===== config.mk =====
export PLATFORM = sky130hd
export DESIGN_NAME = muldiv_unit
export DESIGN_NICKNAME = d
export VERILOG_FILES = /design/src/rtl/muldiv_unit.sv
export SDC_FILE = /design/constraint.sdc
export NUM_CORES = 1
export LEC_CHECK = 0
export BUFFER_PORTS_ARGS = -buffer_cell sky130_fd_sc_hd__buf_2
export CAP_MARGIN = 10
export CELL_PAD_IN_SITES_DETAIL_PLACEMENT = 1
export CELL_PAD_IN_SITES_GLOBAL_PLACEMENT = 1
export CORE_MARGIN = 4
export CORE_UTILIZATION = 45
export DETAILED_ROUTE_END_ITERATION = 16
export PLACE_DENSITY = 0.88
export SKIP_CTS_REPAIR_TIMING = 1
export SYNTH_ARGS = -nofsm -noshare
export SYNTH_HDL_FRONTEND = slang
export SYNTH_SLANG_ARGS = --single-unit

===== constraint.sdc =====
create_clock -name CLK -period 5 [get_ports CLK]
set_clock_uncertainty 0.05 [all_clocks]
set_input_delay 1 -clock CLK [delete_from_list [all_inputs] [get_ports CLK]]
set_output_delay 1 -clock CLK [all_outputs]
set_load 0.02 [all_outputs]

===== src/rtl/muldiv_unit.sv =====
// Iterative multiply/divide unit owning the HI/LO pair.
// Shift-add multiply and restoring divide, one step per clock, on
// operand magnitudes; signs are reapplied in a single fix-up state.
//
// state | meaning
// IDLE  | waiting for a request; MTHI/MTLO written here
// MUL   | shift-add step per cycle, ITER cycles
// DIV   | restoring divide step per cycle, ITER cycles
// FIX   | sign correction / div-by-zero override, then HI/LO write
module muldiv_unit #(
    parameter int XLEN = 32,
    parameter int ITER = 32
) (
    input  logic            CLK,
    input  logic            RST,
    input  logic            Start,
    input  logic [5:0]      Funct,
    input  logic [XLEN-1:0] Rdata1,
    input  logic [XLEN-1:0] Rdata2,
    input  logic            Cancel,
    output logic            Busy,
    output logic            Done,
    output logic [XLEN-1:0] Hi,
    output logic [XLEN-1:0] Lo,
    output logic [XLEN-1:0] MfData
);
    localparam int CW = $clog2(ITER);

    localparam logic [5:0] F_MFHI  = 6'h10;
    localparam logic [5:0] F_MTHI  = 6'h11;
    localparam logic [5:0] F_MFLO  = 6'h12;
    localparam logic [5:0] F_MTLO  = 6'h13;
    localparam logic [5:0] F_MULT  = 6'h18;
    localparam logic [5:0] F_MULTU = 6'h19;
    localparam logic [5:0] F_DIV   = 6'h1A;
    localparam logic [5:0] F_DIVU  = 6'h1B;

    typedef enum logic [1:0] {S_IDLE, S_MUL, S_DIV, S_FIX} state_t;

    state_t            state_q, state_d;
    logic [CW-1:0]     cnt_q, cnt_d;
    // MUL: {partial product, remaining multiplier}; DIV: {remainder, quotient/dividend}
    logic [2*XLEN-1:0] acc_q, acc_d;
    logic [XLEN-1:0]   opa_q, opa_d;
    logic [XLEN-1:0]   orig_a_q, orig_a_d;
    logic [XLEN-1:0]   hi_q, hi_d, lo_q, lo_d;
    logic              is_div_q, is_div_d;
    logic              neg_res_q, neg_res_d;
    logic              neg_rem_q, neg_rem_d;
    logic              div_zero_q, div_zero_d;
    logic              busy_q, busy_d;
    logic              done_q, done_d;

    logic              is_div_req, is_signed_req, is_muldiv;
    logic [XLEN-1:0]   mag_a, mag_b;
    logic [XLEN:0]     mul_sum, div_shift, div_diff;
    logic [2*XLEN-1:0] acc_neg;

    // Decode the request and form operand magnitudes (0x80000000 maps to itself as unsigned)
    always_comb begin
        is_div_req    = (Funct == F_DIV) || (Funct == F_DIVU);
        is_signed_req = (Funct == F_MULT) || (Funct == F_DIV);
        is_muldiv     = is_signed_req || is_div_req || (Funct == F_MULTU);
        mag_a         = (is_signed_req && Rdata1[XLEN-1]) ? -Rdata1 : Rdata1;
        mag_b         = (is_signed_req && Rdata2[XLEN-1]) ? -Rdata2 : Rdata2;
    end

    // Single-step arithmetic for both algorithms and the negated accumulator
    always_comb begin
        mul_sum   = {1'b0, acc_q[2*XLEN-1:XLEN]} + {1'b0, (acc_q[0] ? opa_q : {XLEN{1'b0}})};
        div_shift = acc_q[2*XLEN-1:XLEN-1];
        div_diff  = div_shift - {1'b0, opa_q};
        acc_neg   = -acc_q;
    end

    // Next-state and datapath update
    always_comb begin
        state_d    = state_q;
        cnt_d      = cnt_q;
        acc_d      = acc_q;
        opa_d      = opa_q;
        orig_a_d   = orig_a_q;
        hi_d       = hi_q;
        lo_d       = lo_q;
        is_div_d   = is_div_q;
        neg_res_d  = neg_res_q;
        neg_rem_d  = neg_rem_q;
        div_zero_d = div_zero_q;
        done_d     = 1'b0;

        case (state_q)
            S_IDLE: begin
                if (Start) begin
                    if (is_muldiv) begin
                        state_d    = is_div_req ? S_DIV : S_MUL;
                        cnt_d      = '0;
                        acc_d      = {{XLEN{1'b0}}, (is_div_req ? mag_a : mag_b)};
                        opa_d      = is_div_req ? mag_b : mag_a;
                        orig_a_d   = Rdata1;
                        is_div_d   = is_div_req;
                        neg_res_d  = is_signed_req && (Rdata1[XLEN-1] ^ Rdata2[XLEN-1]);
                        neg_rem_d  = is_signed_req && Rdata1[XLEN-1];
                        div_zero_d = is_div_req && (Rdata2 == '0);
                    end else if (Funct == F_MTHI) begin
                        hi_d = Rdata2;
                    end else if (Funct == F_MTLO) begin
                        lo_d = Rdata2;
                    end
                end
            end
            S_MUL, S_DIV: begin
                if (Cancel) begin
                    state_d = S_IDLE;
                end else begin
                    if (state_q == S_MUL) begin
                        acc_d = {mul_sum, acc_q[XLEN-1:1]};
                    end else if (div_diff[XLEN]) begin
                        acc_d = {div_shift[XLEN-1:0], acc_q[XLEN-2:0], 1'b0};
                    end else begin
                        acc_d = {div_diff[XLEN-1:0], acc_q[XLEN-2:0], 1'b1};
                    end
                    cnt_d = cnt_q + CW'(1);
                    if (cnt_q == CW'(ITER - 1)) begin
                        state_d = S_FIX;
                    end
                end
            end
            S_FIX: begin
                state_d = S_IDLE;
                if (!Cancel) begin
                    done_d = 1'b1;
                    if (!is_div_q) begin
                        {hi_d, lo_d} = neg_res_q ? acc_neg : acc_q;
                    end else if (div_zero_q) begin
                        hi_d = orig_a_q;
                        lo_d = {XLEN{1'b1}};
                    end else begin
                        lo_d = neg_res_q ? -acc_q[XLEN-1:0] : acc_q[XLEN-1:0];
                        hi_d = neg_rem_q ? -acc_q[2*XLEN-1:XLEN] : acc_q[2*XLEN-1:XLEN];
                    end
                end
            end
            default: state_d = S_IDLE;
        endcase

        busy_d = (state_d != S_IDLE);
    end

    // State and datapath registers
    always_ff @(posedge CLK or negedge RST) begin
        if (!RST) begin
            state_q    <= S_IDLE;
            cnt_q      <= '0;
            acc_q      <= '0;
            opa_q      <= '0;
            orig_a_q   <= '0;
            hi_q       <= '0;
            lo_q       <= '0;
            is_div_q   <= 1'b0;
            neg_res_q  <= 1'b0;
            neg_rem_q  <= 1'b0;
            div_zero_q <= 1'b0;
            busy_q     <= 1'b0;
            done_q     <= 1'b0;
        end else begin
            state_q    <= state_d;
            cnt_q      <= cnt_d;
            acc_q      <= acc_d;
            opa_q      <= opa_d;
            orig_a_q   <= orig_a_d;
            hi_q       <= hi_d;
            lo_q       <= lo_d;
            is_div_q   <= is_div_d;
            neg_res_q  <= neg_res_d;
            neg_rem_q  <= neg_rem_d;
            div_zero_q <= div_zero_d;
            busy_q     <= busy_d;
            done_q     <= done_d;
        end
    end

    // MFHI/MFLO read port, combinational on Funct
    always_comb begin
        case (Funct)
            F_MFHI:  MfData = hi_q;
            F_MFLO:  MfData = lo_q;
            default: MfData = '0;
        endcase
    end

    assign Busy = busy_q;
    assign Done = done_q;
    assign Hi   = hi_q;
    assign Lo   = lo_q;
endmodule


==> metrics.txt <==
Core Area=38700 sq um; Die Ht=between 200 and 250 microns; Port Buffers=171; Synth Cell Area=17700 sq um; NumNets Final=2532; CP max FO=20; Pwr Total=13.9 mW; number of vias per cell=6.73; worst r2r src=acc_q[31]; WL per Instance=approximately 28 microns; Setup WS post-layout=0.540 ns; status=finished, final reports clean; Sum Neg Setup Slack=0 ns; period utilization=0.892; CP max stage cell=or2_2; residual DRC count=0; initial antenna violation count=5; RePlAce Congestion=1.00; library cells used by synthesis=87; routed wl met3=8300 microns; Tmin final=between 4 and 5 ns; Fmax=between 200 and 250 MHz; endpoints failing setup=0; dpl hpwl=60000 microns; pin count of the biggest net entering global routing=110; WL met2=approximately 36000 microns; Multi-input gate area=roughly 12000 sq um; clock transition at the registers of the reported paths=approximately 0.06 ns; kind of critical path=reg2reg; Crit path largest cell delay=roughly 0.56 ns; peak supply drop=approximately 400 uV; I/O pins=172; critical path buffer and inverter count=2; Static Leak=8.88 nW; TritonCTS buffer count=25; final core area utilization=0.515; crit-path cells=inv_1 -> ha_1 -> fa_1 -> nor2b_1 -> o31ai_1 -> a211oi_1 -> and4b_1 -> o32ai_2 -> mux2_2 -> or2_2 -> buf_4 -> mux2i_1 -> o21ai_0; pre-CTS setup slack=0.619 ns; synthesis-to-finish area growth=12.7%; average size of a mapped cell=7.71 sq um; Hold Vio Cnt, Final=0; antenna-violating nets left=0; Initial DRC Count=between 2000 and 2500; die footprint=42600 sq um; Most used DFF post-synth=dfrtp_1; clock root buffer=clkbuf_16; pwr/cell area=698 nW/um^2; CTS Buffer Depth=3; Top delay family on crit path=simple AND/OR/NAND/NOR gates; design area=approximately 20000 sq um; Mapped Cells=2297; Net Count, Synth=2446; Inst Count DP=2873; Total GRT Usage=0.372; YS warnings=0; highest layer used for signal routing=met4; crit path DAT=4.87 ns; Site Rows=72; final hold slack=0.371 ns; WL final=approximately 81000 microns; gr ovfl total=0; Filler cells=4863; share of cells above drive strength 1=0.138; Setup crit start kind=register; fin cells=2924; Hold/Removal Path Class=in2async; first-pass GRT wire length=roughly 120000 microns; CP required=5.40 ns; Slew @ Worst Pin=1.09 ns; RSZ-0062 raised after global routing=no; H-tree depth=1; worst skew pair latency=0.56 ns; Yosys reg bits=205; Worst Setup SP=acc_q[31]; Post-DP Area=19000 sq um; Via Count=approximately 20000; vias in the first global route=19800; sequential area share after synthesis=0.290; Post-synth EDFFs=0; max cap viols=0; wire length on met1=roughly 32000 microns; CTS sink count=205; ys async rst share=1.00; CTS tree=yes; Pre-antenna DRT Iters=6; die width=206 microns; worst rel slew slack=0.274; count of pins over their slew limit=0; Setup crit end kind=register; Initial Util=0.457; register area=a little over 5000 sq um
## final cells by class
type,count,share of cell area
clock buffer,32,0.0347
sequential,205,0.257
tap,518,0.0325
timing repair buffer,220,0.0653
multi-input combinational,1866,0.588
clock inverter,12,0.00966
antenna,6,0.000752
inverter,65,0.0122
## cell usage in the layout, fill, tap and decap left out, types with 8 or more instances in the layout
cell type | netlist | final
a211oi_1 | 32 | 32
a21o_1 | 34 | 32
a21oi_1 | 158 | 158
a22oi_1 | 24 | 24
a31oi_1 | 16 | 16
and2_1 | 26 | 26
and3_1 | 21 | 20
buf_2 | 6 | 170
buf_4 | 2 | 44
clkbuf_16 | 0 | 25
dfrtp_1 | 205 | 204
ha_1 | 73 | 70
inv_1 | 63 | 63
mux2_2 | 31 | 31
mux2i_1 | 80 | 80
nand2_1 | 329 | 328
nand2b_1 | 20 | 19
nand3_1 | 36 | 35
nand4_1 | 20 | 20
nor2_1 | 186 | 186
nor2b_1 | 9 | 9
nor3_1 | 41 | 41
nor4_1 | 17 | 17
o211ai_1 | 15 | 15
o21a_1 | 13 | 13
o21ai_0 | 234 | 234
o21ai_1 | 8 | 8
o221ai_1 | 15 | 15
o22ai_1 | 62 | 62
o31ai_1 | 36 | 36
o41ai_1 | 9 | 9
or2_2 | 9 | 9
or3_1 | 32 | 32
or4_1 | 13 | 13
xnor2_1 | 98 | 98
xor2_1 | 65 | 65
## path summary, 6_finish.rpt
kind	cells past startpoint	endpoint	slack (ns)
max reg2reg	13	acc_q[53]	0.54
max in group asynchronous	2	opa_q[16]	3.33
max	13	acc_q[53]	0.54
min	1	opa_q[2]	0.37
min in group CLK	2	orig_a_q[14]	0.44
min reg2reg	2	orig_a_q[14]	0.44
## cell usage after synthesis, types with 8 or more instances
cell type / instances / share of area
dfrtp_1: 205 / 0.29
nand4_1: 20 / 0.0071
or4_1: 13 / 0.0055
o41ai_1: 9 / 0.0045
nor3_1: 41 / 0.012
a31oi_1: 16 / 0.0057
o31ai_1: 36 / 0.015
nor2b_1: 9 / 0.0032
mux2i_1: 80 / 0.045
nor4_1: 17 / 0.0060
o22ai_1: 62 / 0.022
xnor2_1: 98 / 0.048
a21oi_1: 158 / 0.045
nand2_1: 329 / 0.070
a21o_1: 34 / 0.014
o21a_1: 13 / 0.0055
nor2_1: 186 / 0.039
or2_2: 9 / 0.0032
mux2_2: 31 / 0.020
o211ai_1: 15 / 0.0064
nand3_1: 36 / 0.010
clkbuf_1: 134 / 0.028
and3_1: 21 / 0.0074
a211oi_1: 32 / 0.014
buf_1: 17 / 0.0036
nand2b_1: 20 / 0.0071
o221ai_1: 15 / 0.0074
o21ai_1: 8 / 0.0023
o21ai_0: 234 / 0.066
a22oi_1: 24 / 0.010
or3_1: 32 / 0.011
xor2_1: 65 / 0.032
ha_1: 73 / 0.052
and2_1: 26 / 0.0092
inv_1: 63 / 0.013
## metal layers
| metal | vias up | global-route usage |
|---|---|---|
| met5 | - | 0 |
| met3 | 260 | 0.0769 |
| li1 | 8452 | - |
| met1 | 9823 | 0.494 |
| met4 | 0 | 0.195 |
| met2 | 1154 | 0.573 |
## power breakdown
| group | total (mW) | internal, mW | switching, mW |
|---|---|---|---|
| registers | 3.48 | 2.38 | 1.11 |
| clock network | 2.04 | 1.23 | 0.812 |
| logic | 8.40 | 2.93 | 5.48 |
## kinds of logic after synthesis
family / count (synthesis) / share of synthesized area
compound gates: 727 / 0.256
mux: 111 / 0.0650
fa+ha+maj: 75 / 0.0539
buf+inv: 226 / 0.0489
xor+xnor: 163 / 0.0806
simple gates: 790 / 0.206
flops: 205 / 0.290
## worst reg2reg max path: stages, from the launching register on
cell and delay, ns:
dfrtp_1 0.44, inv_1 0.10, ha_1 0.25, fa_1 0.43, nor2b_1 0.20, o31ai_1 0.14, a211oi_1 0.35, and4b_1 0.31
o32ai_2 0.37, mux2_2 0.45, or2_2 0.56, buf_4 0.36, mux2i_1 0.15, o21ai_0 0.21
## flip-flops by register name, indices dropped and copies added, names as in the netlist
register    flops
Busy            1
Done            1
Hi             32
Lo             32
acc_q          64
cnt_q           5
div_zero_q      1
is_div_q        1
neg_rem_q       1
neg_res_q       1
opa_q          32
orig_a_q       32
state_q         2
Power figures use the tool's default switching activity.
